==> config.mk <==
export PLATFORM = sky130hd
export DESIGN_NAME = hazard_stall_ctrl
export DESIGN_NICKNAME = d
export VERILOG_FILES = /design/src/rtl/hazard_stall_ctrl.sv
export SDC_FILE = /design/constraint.sdc
export NUM_CORES = 1
export LEC_CHECK = 0
export ABC_AREA = 1
export CORE_ASPECT_RATIO = 1.2
export CORE_MARGIN = 1
export CORE_UTILIZATION = 41
export DETAILED_ROUTE_END_ITERATION = 8
export GPL_ROUTABILITY_DRIVEN = 0
export PLACE_DENSITY = 0.84
export SLEW_MARGIN = 30
export SYNTH_ARGS = -nofsm -noshare
export SYNTH_HDL_FRONTEND = slang
export SYNTH_SLANG_ARGS = --single-unit
==> constraint.sdc <==
create_clock -name clock -period 3.7 [get_ports clock]
set_input_delay 0.74 -clock clock [delete_from_list [all_inputs] [get_ports clock]]
set_output_delay 0.74 -clock clock [all_outputs]
set_load 0.02 [all_outputs]
==> src/rtl/hazard_stall_ctrl.sv <==
// Load-use hazard detection and multdiv start/wait/done sequencing.
// Define HAZ_PERF_CNT_EN to enable the stall/multdiv performance counters.
module hazard_stall_ctrl #(
  parameter int REG_W      = 5,
  parameter int MD_TIMEOUT = 40,
  parameter int CNT_W      = 16
) (
  input  logic             clock,
  input  logic             reset,
  input  logic [REG_W-1:0] fd_rs,
  input  logic [REG_W-1:0] fd_rt,
  input  logic             fd_uses_rs,
  input  logic             fd_uses_rt,
  input  logic [REG_W-1:0] dx_rd,
  input  logic             dx_is_load,
  input  logic             dx_is_mult,
  input  logic             dx_is_div,
  input  logic             md_ready,
  input  logic             md_exception,
  output logic             stall_fd,
  output logic             hold_dx,
  output logic             bubble_dx,
  output logic             bubble_xm,
  output logic             ctrl_mult,
  output logic             ctrl_div,
  output logic             md_busy,
  output logic             md_done,
  output logic             md_err,
  output logic [CNT_W-1:0] stall_cycles,
  output logic [CNT_W-1:0] md_ops
);

  localparam int TW = $clog2(MD_TIMEOUT + 1);

  typedef enum logic [1:0] {
    S_IDLE,
    S_START,
    S_WAIT,
    S_DONE
  } state_t;

  state_t         state_q, state_d;
  logic [TW-1:0]  cnt_q;
  logic           err_q;
  logic           md_req;
  logic           lu_hit;
  logic           rd_nz;
  logic           timeout;

  assign md_req  = dx_is_mult | dx_is_div;
  assign rd_nz   = |dx_rd;
  assign timeout = (cnt_q == TW'(MD_TIMEOUT - 1));
  assign lu_hit  = dx_is_load & rd_nz &
                   ((fd_uses_rs & (fd_rs == dx_rd)) |
                    (fd_uses_rt & (fd_rt == dx_rd)));

  always_ff @(posedge clock or posedge reset) begin
    if (reset) begin
      state_q <= S_IDLE;
      cnt_q   <= '0;
      err_q   <= 1'b0;
    end else begin
      state_q <= state_d;
      if (state_d == S_START) begin
        cnt_q <= '0;
      end else if (state_q == S_WAIT) begin
        cnt_q <= cnt_q + TW'(1);
      end
      // Exception is sampled with ready; a timeout counts as an error
      if (state_q == S_WAIT && state_d == S_DONE) begin
        err_q <= md_ready ? md_exception : 1'b1;
      end
    end
  end

  always_comb begin
    state_d   = state_q;
    stall_fd  = 1'b0;
    hold_dx   = 1'b0;
    bubble_dx = 1'b0;
    bubble_xm = 1'b0;
    ctrl_mult = 1'b0;
    ctrl_div  = 1'b0;
    md_busy   = 1'b0;
    md_done   = 1'b0;
    md_err    = 1'b0;
    unique case (state_q)
      S_IDLE: begin
        if (md_req) begin
          state_d = S_START;
        end else if (lu_hit) begin
          stall_fd  = 1'b1;
          bubble_dx = 1'b1;
        end
      end
      S_START: begin
        state_d   = S_WAIT;
        ctrl_mult = dx_is_mult;
        ctrl_div  = dx_is_div & ~dx_is_mult;
        stall_fd  = 1'b1;
        hold_dx   = 1'b1;
        bubble_xm = 1'b1;
        md_busy   = 1'b1;
      end
      S_WAIT: begin
        if (md_ready || timeout) begin
          state_d = S_DONE;
        end
        stall_fd  = 1'b1;
        hold_dx   = 1'b1;
        bubble_xm = 1'b1;
        md_busy   = 1'b1;
      end
      S_DONE: begin
        state_d = S_IDLE;
        md_done = 1'b1;
        md_err  = err_q;
      end
      default: state_d = S_IDLE;
    endcase
  end

`ifdef HAZ_PERF_CNT_EN
  always_ff @(posedge clock or posedge reset) begin
    if (reset) begin
      stall_cycles <= '0;
      md_ops       <= '0;
    end else begin
      if (stall_fd && !(&stall_cycles)) begin
        stall_cycles <= stall_cycles + CNT_W'(1);
      end
      if (md_done && !(&md_ops)) begin
        md_ops <= md_ops + CNT_W'(1);
      end
    end
  end
`else
  assign stall_cycles = '0;
  assign md_ops       = '0;
`endif

endmodule

==> run metrics <==
Placed Cells 239; FP Rows 20; RSZ-0062 raised after global routing false; Pleak 0.000841 uW; largest net degree at the start of global routing 10; ANT nets after route 0; Reg2Reg Capture Point cnt_q[5]$_DFFE_PP0P_; CTS max path bufs 2; peak supply drop 0.610 mV; Fillers 265; die width 49.9 um; power per cell area 540 nW/um^2; area leader, netlist buf_4; number of synthesized flops with an enable pin 0; initial antenna violation count 0; total setup buffers inserted after CTS 0; post-synth cell types 24; CP endpoint kind output pin; hold depth 2; Iter 0 DRT Violations 29; status finished, final reports clean; TritonCTS buffer count 3; Final Setup Violations 0; clk slew on worst S/H paths 60 ps; TritonCTS Sinks 9; die height 59.5 um; layout cell share with drive strength beyond 1 0.0524; Hold EP err_q$_DFFE_PP0P_; grt ovf 0; Core ar. 2580 um^2; CTS tree yes; PostCTS Resize Cnt 0; Seq/Total Area, Yosys 0.200; Post-Syn Instances 178; period utilisation layout 0.871; Worst path most repeated cell nand2_1; root buffer cell clkbuf_4; Final Max Slew Viols 0; Pre-Repair DR Iteration Count 4; most numerous cell in the Yosys netlist nand2_1; share of the synthesized area in the top cell type 0.226; yosys warns 0; r2r startpoint state_q[0]$_DFF_PP0_; Crit Path Category in -> out; Synth area leaders buf_4, dfrtp_1, nand2_1, inv_1, ha_1; highest-delay cell along the critical path clkdlybuf4s50_1; Worst Setup Start Kind primary input; wire per inst 8.35 um; R2R depth 10; max_cap viols 0; first-pass GRT wire length 3.27 mm; FF-to-FF setup slack 2070 ps; port bufs 32; Avg Inst Size Synth 6.34 um^2; worst path cell trace clkdlybuf4s50_1 > inv_1 > nand2_1 > nand2_1 > nor2_1 > nand3_1 > nand2_1 > nand2_1 > a21oi_1 > clkdlybuf4s50_1; f_max 0.310 GHz; Post-CTS Hold Buffers 0; Post-synth top cells nand2_1, inv_1, buf_4; Worst path top cell family by delay buffers and inverters; crit-path max FO 3; DR vias 975; Initial Utilization 0.438; total track usage 0.149; critical path arrival 2480 ps; setup TNS 0 ps; fin nets 241; final cell count without fillers 243; Hold Path Origin err_q$_DFFE_PP0P_; Post-Syn Area 1130 um^2; Hold WC Path Type reg -> reg; Fin Clk Skew 1.30 ps; Area Overhead vs Synth 21.1%; vias in the first global route 821; drc violations 0; WP buf/inv 3; Final Cell Area 1370 um^2; share of flip-flops with an asynchronous set or reset 1.00; worst path required time 2960 ps; io pins 65; DRT Wirelength 2.03 mm; Finished Core Util 0.530; diode count 0; Post-DP Area 1340 um^2; dpl hpwl 1.65 mm; Hold Vio Cnt, Final 0; synthesis-stage register bit count 9; vias per cell 4.01; Worst path max stage delay 610 ps; minimum clock period 3220 ps; H-tree depth 1; Top FF cell, synth dfrtp_1; die area 2970 um^2; worst-skew pair later-pin latency 260 ps
## through the flow
stage / setup WS (ps) / power (uW) / hold WS (ps)
global placement: 483 / 660 / 458
global route: 349 / 801 / 510
finish: 478 / 737 / 467
floorplan: 1420 / 550 / 442
CTS: 480 / 749 / 474
detailed placement: 487 / 666 / 459
## where the power goes
| group | switching, uW | internal, uW | total, uW |
|---|---|---|---|
| Combinational | 292 | 208 | 500 |
| Sequential | 32.0 | 130 | 162 |
| Clock | 34.2 | 41.6 | 75.7 |
## sequential cells by signal, indices dropped and copies added, names as in the netlist
name     count
cnt_q        6
state_q      2
err_q        1
## worst max-delay path by stage
| stage | start | end | slack [ps] | cells after the start |
|---|---|---|---|---|
| 5_1_grt | dx_rd[3] | stall_fd | 350 | 10 |
| 3_5_place_dp | dx_rd[3] | stall_fd | 490 | 10 |
| 6_report | dx_rd[1] | stall_fd | 480 | 10 |
| 3_3_place_gp | dx_rd[3] | stall_fd | 480 | 10 |
| 4_1_cts | dx_rd[3] | stall_fd | 480 | 10 |
| 2_1_floorplan | dx_is_div | stall_fd | 1420 | 6 |
## cell usage in the layout, fill, tap and decap left out, drive strengths merged
cell type	Yosys	final
a21boi	1	1
ha	6	6
nand4	1	1
dfrtp	9	9
nand3	6	6
o21ai	1	1
nor2	15	15
a21oi	2	2
inv	36	36
clkbuf	0	4
xnor2	1	1
or2	2	2
clkinv	1	1
clkdlybuf4s50	0	32
nor3	1	1
nand2	57	57
conb	1	32
xor2	3	3
## worst min-delay path, delay by kind of cell, from the launching register on
family	cells	cell delay, ps
flip-flops	1	340
AND/OR/NAND/NOR	2	100
## cells by family (layout without fill, tap and decap cells)
| kind of cell | count (synthesis) | count (layout) | synth area share |
|---|---|---|---|
| AOI/OAI and AO/OA | 4 | 4 | 0.0200 |
| xor gates and xnor gates | 4 | 4 | 0.0310 |
| adders and majority gates | 6 | 6 | 0.0665 |
| buffers and inverters | 72 | 73 | 0.359 |
| DFF | 9 | 9 | 0.200 |
| other | 1 | 32 | 0.00332 |
| and+or+nand+nor | 82 | 82 | 0.320 |
## routing by layer
layer  track usage  routed length [um]
met1         0.157                 788
met4        0.0857                  45
met3        0.0128                 141
met2         0.286                1050
met5             0                   0
## final cells by class
type / instances / area, um^2 / share of cell area
Inverter: 37 / 139 / 0.102
Sequential cell: 9 / 225 / 0.165
Clock buffer: 4 / 26.3 / 0.0192
Timing Repair Buffer: 32 / 320 / 0.234
Tap cell: 33 / 41.3 / 0.0302
Multi-Input combinational cell: 128 / 614 / 0.450
Note: power is estimated with default switching activity, not from simulation.
